[config.mk]
export PLATFORM = sky130hd
export DESIGN_NAME = scan_sequencer
export DESIGN_NICKNAME = d
export VERILOG_FILES = /design/src/rtl/scan_pkg.sv /design/src/rtl/scan_prescaler.sv /design/src/rtl/scan_sequencer.sv
export SDC_FILE = /design/constraint.sdc
export NUM_CORES = 1
export LEC_CHECK = 0
export CORE_AREA = 4 4 68 70
export CTS_CLUSTER_DIAMETER = 30
export DETAILED_ROUTE_END_ITERATION = 10
export DIE_AREA = 0 0 72 74
export PLACE_DENSITY = 0.8
export SYNTH_ARGS = -nofsm -noshare
export SYNTH_HDL_FRONTEND = slang
export SYNTH_SLANG_ARGS = --single-unit
export TNS_END_PERCENT = 10
[constraint.sdc]
create_clock -name clk -period 4.2 [get_ports clk]
set_input_delay 0.63 -clock clk [delete_from_list [all_inputs] [get_ports clk]]
set_output_delay 0.63 -clock clk [all_outputs]
set_load 0.1 [all_outputs]
[src/rtl/scan_pkg.sv]
// Shared types and the enabled-position search used by scan_sequencer.
// Positions are 3-bit indices into an 8-entry enable mask.
package scan_pkg;

  localparam int SEL_W = 3;
  localparam int NPOS  = 8;

  typedef enum logic {
    ST_IDLE = 1'b0,
    ST_RUN  = 1'b1
  } state_t;

  typedef struct packed {
    logic             found;
    logic [SEL_W-1:0] idx;
  } search_t;

  // Nearest enabled index strictly beyond cur in the given direction.
  // circ=1 wraps modulo NPOS (and finally lands back on cur itself);
  // circ=0 stops at the ends of the position range.
  function automatic search_t scan_search(input logic [SEL_W-1:0] cur,
                                          input logic [NPOS-1:0]  mask,
                                          input logic             asc,
                                          input logic             circ);
    search_t r;
    int      t;
    r.found = 1'b0;
    r.idx   = cur;
    for (int k = 1; k <= NPOS; k++) begin
      t = asc ? (int'(cur) + k) : (int'(cur) - k);
      if (!r.found && (circ || (t >= 0 && t < NPOS))) begin
        if (mask[t[SEL_W-1:0]]) begin
          r.found = 1'b1;
          r.idx   = t[SEL_W-1:0];
        end
      end
    end
    return r;
  endfunction

endpackage

[src/rtl/scan_prescaler.sv]
// Free-running divider for scan_sequencer: counts 0..PRESCALE-1 while enabled
// and flags the terminal count with a one-cycle tick.
module scan_prescaler #(
  parameter int unsigned PRESCALE = 50000
) (
  input  logic clk,
  input  logic rst_n,
  input  logic clr,
  input  logic en,
  output logic tick
);

  localparam int CNT_W = (PRESCALE > 1) ? $clog2(PRESCALE) : 1;
  localparam logic [CNT_W-1:0] LAST = CNT_W'(PRESCALE - 1);

  logic [CNT_W-1:0] count_q, count_d;

  assign tick = en && (count_q == LAST);

  always_comb begin
    count_d = count_q;
    if (clr) begin
      count_d = '0;
    end else if (en) begin
      count_d = tick ? '0 : count_q + 1'b1;
    end
  end

  always_ff @(posedge clk) begin
    if (!rst_n) begin
      count_q <= '0;
    end else begin
      count_q <= count_d;
    end
  end

endmodule

[src/rtl/scan_sequencer.sv]
// Select-address sequencer for a 3-to-8 decoder with run/stop, single-step,
// direction and skip mask. Define SCAN_PINGPONG_EN to add bounce mode.
module scan_sequencer
  import scan_pkg::*;
#(
  parameter int unsigned PRESCALE = 50000
) (
  input  logic             clk,
  input  logic             rst_n,
  input  logic             start,
  input  logic             stop,
  input  logic             step,
  input  logic             dir,
  input  logic             pingpong,
  input  logic [NPOS-1:0]  en_mask,
  output logic [SEL_W-1:0] sel,
  output logic             sel_valid,
  output logic             wrap,
  output logic             busy
);

  state_t           state_q, state_d;
  logic [SEL_W-1:0] sel_q, sel_d;
  logic             wrap_q, wrap_d;
  logic             busy_q, busy_d;

  logic             tick;
  logic             presc_clr;
  logic             advance;
  logic             adv_asc;
  logic [SEL_W-1:0] adv_sel;
  logic             adv_wrap;
  search_t          circ_s;

  assign presc_clr = (state_q == ST_IDLE) && start && !stop;

  scan_prescaler #(.PRESCALE(PRESCALE)) u_prescaler (
    .clk   (clk),
    .rst_n (rst_n),
    .clr   (presc_clr),
    .en    (state_q == ST_RUN),
    .tick  (tick)
  );

`ifdef SCAN_PINGPONG_EN
  logic    bdir_q, bdir_d;
  logic    adv_bdir;
  search_t line_fwd_s, line_rev_s;

  assign adv_asc    = pingpong ? bdir_q : dir;
  assign line_fwd_s = scan_search(sel_q, en_mask, bdir_q, 1'b0);
  assign line_rev_s = scan_search(sel_q, en_mask, !bdir_q, 1'b0);
`else
  logic unused_pingpong;
  assign unused_pingpong = pingpong;
  assign adv_asc         = dir;
`endif

  assign circ_s = scan_search(sel_q, en_mask, adv_asc, 1'b1);

  always_comb begin
    adv_sel  = circ_s.found ? circ_s.idx : sel_q;
    adv_wrap = circ_s.found &&
               (adv_asc ? (circ_s.idx <= sel_q) : (circ_s.idx >= sel_q));
`ifdef SCAN_PINGPONG_EN
    adv_bdir = bdir_q;
    if (pingpong) begin
      adv_sel  = sel_q;
      adv_wrap = 1'b0;
      if (line_fwd_s.found) begin
        adv_sel = line_fwd_s.idx;
      end else if (en_mask != '0) begin
        // Ran off the end: reverse, and hold if nothing lies the other way.
        adv_bdir = !bdir_q;
        adv_wrap = 1'b1;
        if (line_rev_s.found) begin
          adv_sel = line_rev_s.idx;
        end
      end
    end
`endif
  end

  always_comb begin
    state_d = state_q;
    busy_d  = busy_q;
    advance = 1'b0;
    if (state_q == ST_IDLE) begin
      if (stop) begin
        state_d = ST_IDLE;
      end else if (start) begin
        state_d = ST_RUN;
        busy_d  = 1'b1;
      end else if (step) begin
        advance = 1'b1;
      end
    end else begin
      if (stop) begin
        state_d = ST_IDLE;
        busy_d  = 1'b0;
      end else if (tick) begin
        advance = 1'b1;
      end
    end

    sel_d  = advance ? adv_sel : sel_q;
    wrap_d = advance && adv_wrap;
`ifdef SCAN_PINGPONG_EN
    if (presc_clr) begin
      bdir_d = 1'b1;
    end else if (advance) begin
      bdir_d = adv_bdir;
    end else begin
      bdir_d = bdir_q;
    end
`endif
  end

  always_ff @(posedge clk) begin
    if (!rst_n) begin
      state_q <= ST_IDLE;
      sel_q   <= '0;
      wrap_q  <= 1'b0;
      busy_q  <= 1'b0;
`ifdef SCAN_PINGPONG_EN
      bdir_q  <= 1'b1;
`endif
    end else begin
      state_q <= state_d;
      sel_q   <= sel_d;
      wrap_q  <= wrap_d;
      busy_q  <= busy_d;
`ifdef SCAN_PINGPONG_EN
      bdir_q  <= bdir_d;
`endif
    end
  end

  assign sel       = sel_q;
  assign wrap      = wrap_q;
  assign busy      = busy_q;
  assign sel_valid = en_mask[sel_q];

endmodule
==> results of run 1 <==
-- state kept, by name (all words and copies together) (netlist names) --
name	cells
u_prescaler.count_q	16
sel	3
busy	1
state_q	1
wrap	1
-- cells in the mapped netlist (2+ instances only) --
library cell / instances / share of area
o21ai_0: 8 / 0.020
nor2_1: 22 / 0.042
mux2_2: 6 / 0.034
nor3_1: 3 / 0.0076
and2_1: 2 / 0.0064
nor4bb_1: 2 / 0.010
nand4_1: 5 / 0.016
clkbuf_1: 5 / 0.0095
a21o_1: 3 / 0.011
mux4_1: 7 / 0.094
a211oi_1: 3 / 0.011
a31oi_1: 2 / 0.0064
xnor2_1: 9 / 0.040
dfxtp_1: 22 / 0.22
a311oi_1: 3 / 0.013
a22oi_1: 2 / 0.0076
and4_1: 3 / 0.013
fa_1: 2 / 0.020
o22ai_1: 2 / 0.0064
mux2i_1: 3 / 0.015
mux4_2: 6 / 0.069
buf_2: 3 / 0.0076
xor2_1: 8 / 0.036
xnor3_1: 2 / 0.023
or3_1: 3 / 0.0095
nand3_1: 5 / 0.013
or2_1: 2 / 0.0064
a21oi_1: 9 / 0.023
ha_1: 4 / 0.025
inv_1: 10 / 0.019
nand2_1: 12 / 0.023
mux2i_2: 2 / 0.014
-- final cells by class --
class | instances | area [um2] | share of cell area
Clock buffer | 4 | 66.3 | 0.0274
Multi-Input combinational cell | 161 | 1450 | 0.600
Sequential cell | 22 | 445 | 0.184
Tap cell | 50 | 62.6 | 0.0259
Inverter | 11 | 41.3 | 0.0171
Timing Repair Buffer | 41 | 353 | 0.146
-- metrics by stage --
step | area [um2] | setup WS, ns | power (uW) | TNS [ns] | util
floorplan | 1970 | 0.0678 | 492 | 0 | -
global placement | 2340 | -0.0909 | 608 | -0.0909 | 0.589
detailed placement | 2340 | -0.144 | 618 | -0.144 | 0.589
CTS | 2410 | 0.115 | 791 | 0 | 0.606
global route | 2420 | 0.0147 | 841 | 0 | 0.609
finish | 2420 | 0.219 | 800 | 0 | 0.609
-- cell families after synthesis --
group                      count (synthesis)  synth area share
buffers and inverters                     20            0.0439
AOI/OAI and AO/OA                         41             0.149
DFF                                       22             0.224
xor gates and xnor gates                  21             0.123
and+or+nand+nor                           69             0.188
muxes                                     24             0.226
adders and majority gates                  6            0.0458
-- power breakdown --
group          switching, uW  total [uW]  internal, uW  leakage [uW]
Combinational            210         406           197      0.000697
Sequential              6.84         220           213      0.000179
Clock                   70.5         174           103     0.0000339
Total                    287         800           513      0.000911
-- worst reg2reg max path, stage by stage (launching register included) --
cell	delay, ns
dfxtp_4	0.49
inv_1	0.19
fa_2	0.68
mux4_2	0.37
mux2i_2	0.17
buf_4	0.17
nand3b_4	0.12
nor3_1	0.28
a311oi_2	0.15
a22oi_1	0.21
ha_1	0.28
a21o_1	0.16
a21oi_1	0.17
xnor2_1	0.08
a31oi_1	0.15
nor3_1	0.06
-- metal layers --
metal,up-vias,GRT usage
met5,-,0
li1,837,-
met3,5,0.0284
met4,0,0.0376
met1,824,0.241
met2,32,0.290
-- how the worst min path moves through the flow --
stage          slack [ns]  cells after the start                                   end                                  from
6_report             0.51                      2  u_prescaler.count_q[15]$_SDFFE_PP0P_  u_prescaler.count_q[15]$_SDFFE_PP0P_
5_1_grt              0.53                      2  u_prescaler.count_q[15]$_SDFFE_PP0P_  u_prescaler.count_q[15]$_SDFFE_PP0P_
4_1_cts              0.51                      2  u_prescaler.count_q[15]$_SDFFE_PP0P_  u_prescaler.count_q[15]$_SDFFE_PP0P_
3_5_place_dp         0.49                      2  u_prescaler.count_q[15]$_SDFFE_PP0P_  u_prescaler.count_q[15]$_SDFFE_PP0P_
3_3_place_gp         0.47                      2  u_prescaler.count_q[15]$_SDFFE_PP0P_  u_prescaler.count_q[15]$_SDFFE_PP0P_
2_1_floorplan        0.45                      2  u_prescaler.count_q[15]$_SDFFE_PP0P_  u_prescaler.count_q[15]$_SDFFE_PP0P_
==> flow_metrics.tcl, run 1 <==
set metrics [dict create \
    syn_nets 224 \
    dr.first_iter.drc_count 72 \
    hold_path_class "reg -> reg" \
    critical_path.cell_chain "clkdlybuf4s50_1 > inv_1 > fa_2 > mux4_2 > mux2i_2 > buf_4 > nand3b_4 > nor3_1 > a311oi_2 > a22oi_1 > ha_1 > a21o_1 > a21oi_1 > xnor2_1 > a31oi_1 > nor3_1" \
    cts_tree "built" \
    outcome "finished, final reports clean" \
    slew_headroom 0.353 \
    area.growth.synth_to_final_pct 23.1 \
    holdWs_ns 0.511 \
    power_density_nw_per_um2 331 \
    syn_avg_cell_area_um2 9.68 \
    dr_wl_met2_mm 2.05 \
    clock_sinks 22 \
    max_stage_delay_ns 0.60 \
    met1_length_mm 2.06 \
    cts_buffers 3 \
    layout.cells.most_common_list "buf_4, nor2_1, dfxtp_1, clkdlybuf4s50_1, nand2_1" \
    postCtsHoldBufs 0 \
    nNetsFinal 261 \
    cts_resized 0 \
    yosysWarnings 0 \
    synth_cell_types 55 \
    syn_area_um2 1970 \
    ys_seq_area_frac 0.224 \
    final-instance-count-excl-fill 289 \
    endpoint_kind "flip-flop" \
    cts-root-buf "clkbuf_8" \
    worstPathArrival_ns 4.12 \
    clockBufferDepth 2 \
    synth-edff-count 0 \
    ys_ff_latch 22 \
    drv_cap 0 \
    slowest_stage "fa_2" \
    grt_setup_unrepaired "false" \
    ys_async_sr_fraction 0 \
    crit_type "in -> reg" \
    grt_overflow 0 \
    timing.critical_path.mode_cell "nor3_1" \
    finalClockSkew_ns 0.00239 \
    grtUsageTotal 0.174 \
    syn_inst 203 \
    fmax_mhz 251 \
    routed_wl_mm 4.30 \
    cp_num_buf_inv 3 \
    drive_gt1_frac 0.230 \
    dieArea_um2 5330 \
    die_w_um 72 \
    fillers 329 \
    leakage_uw 0.000911 \
    port-buffer-count 19 \
    regToRegStartpoint "sel[1]$_SDFFE_PN0P_" \
    period_needed_ns 3.98 \
    wl_met3_um 160 \
    clkLatencyLatePin_ns 0.26 \
    reg2reg_slack_ns 0.36 \
    final_common_cell "buf_4" \
    dp_hpwl_mm 3.32 \
    start_kind "input port" \
    drv_slew 0 \
    worstMarginPinSlew_ns 0.968 \
    path_delay_family "adder cells" \
    viasPerCell 5.88 \
    worst-path-max-fanout 6 \
    crit_path_start "dir" \
    reg2reg_to "wrap$_SDFF_PN0_" \
    start_util 0.495 \
    cts_max_level 1 \
    core_um2 3970 \
    grt_max_degree 17 \
    postCtsSetupBuffers 0 \
    io-pin-count 21 \
    dpl.cell_count 285 \
    grt_pass1_wl_mm 7.42 \
    fin_crit_sh 0.948 \
    r2r_cells 15 \
    synthFlopType "dfxtp_1" \
    crit_cells 16 \
    row_count 23 \
    first_global_vias 1599 \
    setup_viol 0 \
    drtAntennaViolNets 0 \
    num_antenna_cells 0 \
    worstPathRequired_ns 4.34 \
    gp_congestion 0.907 \
    firstDrtPassIters 4 \
    crit_end "wrap$_SDFF_PN0_" \
    vias 1698 \
    ir_drop_mv 0.161 \
    top_layer "met4" \
    hold_violations 0 \
    clk_pin_slew_ns 0.08 \
    drc 0 \
    antenna_found_initial 0 \
    wire_per_inst_um 14.9 \
    die_y_um 74 \
]
Power figures use the tool's default switching activity.
==> run 2: changes to the inputs <==
--- a/config.mk
+++ b/config.mk
@@ -5,11 +5,12 @@
 export SDC_FILE = /design/constraint.sdc
 export NUM_CORES = 1
 export LEC_CHECK = 0
-export CORE_AREA = 4 4 68 70
+export CORE_AREA = 4 4 76 78
 export CTS_CLUSTER_DIAMETER = 30
 export DETAILED_ROUTE_END_ITERATION = 10
-export DIE_AREA = 0 0 72 74
-export PLACE_DENSITY = 0.8
+export DIE_AREA = 0 0 80 82
+export PLACE_DENSITY = 0.67
+export SLEW_MARGIN = 20
 export SYNTH_ARGS = -nofsm -noshare
 export SYNTH_HDL_FRONTEND = slang
 export SYNTH_SLANG_ARGS = --single-unit
==> run 2 against run 1 <==
Worst setup slack improved by 0.026 ns. Flip-flop and latch count did not move. Hold slack improved by 0.0016 ns. Non-clock buffer count rose by 8. Register-to-register slack improved by 0.26 ns. Highest routed layer unchanged.
==> flow_metrics.tcl, run 2 (synthesis gave the netlist of run 1 again) <==
set metrics [dict create \
    outcome "finished, final reports clean" \
    clkLatencyLatePin_ns 0.26 \
    cts-root-buf "clkbuf_8" \
    finalSetupTns_ns 0 \
    slowest_stage "fa_2" \
    worst_slack_ns 0.245 \
    clk_pin_slew_ns 0.08 \
    power_density_nw_per_um2 318 \
    die_y_um 82 \
    area.growth.synth_to_final_pct 27.3 \
    cts_buffers 3 \
    dp_slack_ns -0.120 \
    worstHoldStart "u_prescaler.count_q[10]$_SDFFE_PP0P_" \
    largest_reg_flops 16 \
    regToRegStartpoint "sel[1]$_SDFFE_PN0P_" \
    largest_register "u_prescaler.count_q" \
    clock_sinks 22 \
    antenna_found_initial 0 \
    drtAntennaViolNets 0 \
    max_stage_delay_ns 0.60 \
    ir_drop_mv 0.191 \
    first_global_vias 1582 \
    firstDrtPassIters 4 \
    core_um2 5070 \
    grt_pass1_wl_mm 7.29 \
    drc 0 \
    layout.cells.most_common_list "buf_4, nor2_1, dfxtp_1, clkdlybuf4s50_1, nand2_1" \
    whs_path_depth 2 \
    crit_type "in -> reg" \
    worstPathRequired_ns 4.35 \
    io-pin-count 21 \
    row_count 26 \
    cts_max_level 1 \
    cts_tree "built" \
    vias 1696 \
    worstPathArrival_ns 4.10 \
    clockBufferDepth 2 \
    dr.first_iter.drc_count 60 \
    endpoint_kind "flip-flop" \
    fin_crit_sh 0.942 \
    fmax_mhz 253 \
    hold_path_class "reg -> reg" \
    wire_per_inst_um 13.7 \
    dieArea_um2 6560 \
    critical_path.cell_chain "clkdlybuf4s50_1 > inv_1 > fa_2 > mux4_1 > nand2_1 > and2_0 > buf_4 > nor2_1 > a211oi_1 > a311oi_2 > a22oi_1 > ha_1 > a21o_1 > a21oi_1 > xnor2_1 > a31oi_1 > nor3_1" \
    hold_violations 0 \
    port-buffer-count 19 \
    nNetsFinal 269 \
    die_w_um 80 \
    reg2reg_slack_ns 0.62 \
    slew_headroom 0.345 \
    gp_congestion 0.862 \
    start_util 0.387 \
    setup_viol 0 \
    final_common_cell "buf_4" \
    worstMarginPinSlew_ns 0.980 \
    start_kind "input port" \
    period_needed_ns 3.95 \
    r2r_cells 16 \
    reg2reg_to "wrap$_SDFF_PN0_" \
    leakage_uw 0.000946 \
    grtUsageTotal 0.139 \
    num_antenna_cells 0 \
    worst-path-max-fanout 5 \
    drv_cap 0 \
    routed_wl_mm 4.35 \
    viasPerCell 5.35 \
    finalClockSkew_ns 0.00229 \
    drv_slew 0 \
    dp_hpwl_mm 3.28 \
    drive_gt1_frac 0.255 \
    min_to "u_prescaler.count_q[10]$_SDFFE_PP0P_" \
    postCtsHoldBufs 0 \
    grt_max_degree 17 \
    fillers 498 \
    grt_overflow 0 \
]
[run 2: cell types whose count changed in the layout (fill, tap and decap cells not counted), sizes merged]
| cell | change |
|---|---|
| buf | +8 |
[run 2: through the flow]
step / util / total power, uW / cells / hold WS, ns / cell area, um2
2_1_floorplan: - / 492 / 203 / 0.453 / 1970
3_3_place_gp: 0.475 / 627 / 311 / 0.475 / 2410
3_5_place_dp: 0.475 / 630 / 311 / 0.481 / 2410
4_1_cts: 0.486 / 784 / 315 / 0.516 / 2470
5_1_grt: 0.493 / 852 / 317 / 0.530 / 2500
6_report: 0.493 / 797 / 317 / 0.513 / 2500
[run 2: worst max-delay path, delay by kind of cell]
family,cells,cell delay [ns]
AOI/OAI and AO/OA,6,1.07
xor gates and xnor gates,1,0.08
adders and majority gates,2,0.88
buffers and inverters,3,0.66
muxes,1,0.36
and+or+nand+nor,4,0.40
[run 2: routing by layer]
| layer | up-vias | track usage | share of wire |
|---|---|---|---|
| li1 | 852 | - | - |
| met1 | 813 | 0.191 | 0.48 |
| met2 | 27 | 0.238 | 0.48 |
| met3 | 4 | 0.0208 | 0.033 |
| met4 | 0 | 0.0203 | 0.0053 |
| met5 | - | 0 | 0 |
[run 2: cell type report]
type                       count  area [um2]  area share
clock buffer                   4        55.1      0.0220
inverter                      11        41.3      0.0165
multi-input combinational    161        1460       0.583
sequential                    22         445       0.178
tap                           70        87.6      0.0350
timing repair buffer          49         413       0.165
[run 2: timing repair]
item	in CTS	in global routing
buffers inserted	0	2
endpoints found under the setup margin	0	1
gates resized for setup	0	8
[run 2: worst max path at each step]
stage | slack (ns) | cells after the start | end | start
5_1_grt | -0.003 | 17 | wrap$_SDFF_PN0_ | dir
3_3_place_gp | -0.13 | 17 | wrap$_SDFF_PN0_ | dir
2_1_floorplan | 0.07 | 18 | wrap$_SDFF_PN0_ | sel[1]$_SDFFE_PN0P_
6_report | 0.25 | 17 | wrap$_SDFF_PN0_ | dir
3_5_place_dp | -0.12 | 14 | wrap$_SDFF_PN0_ | dir
4_1_cts | 0.14 | 16 | wrap$_SDFF_PN0_ | dir
[run 2: report_power, final]
| group | switching (uW) | total (uW) | internal, uW |
|---|---|---|---|
| combinational | 218 | 430 | 212 |
| clock | 67.5 | 151 | 83.6 |
| sequential | 2.98 | 216 | 213 |
| total | 288 | 797 | 508 |
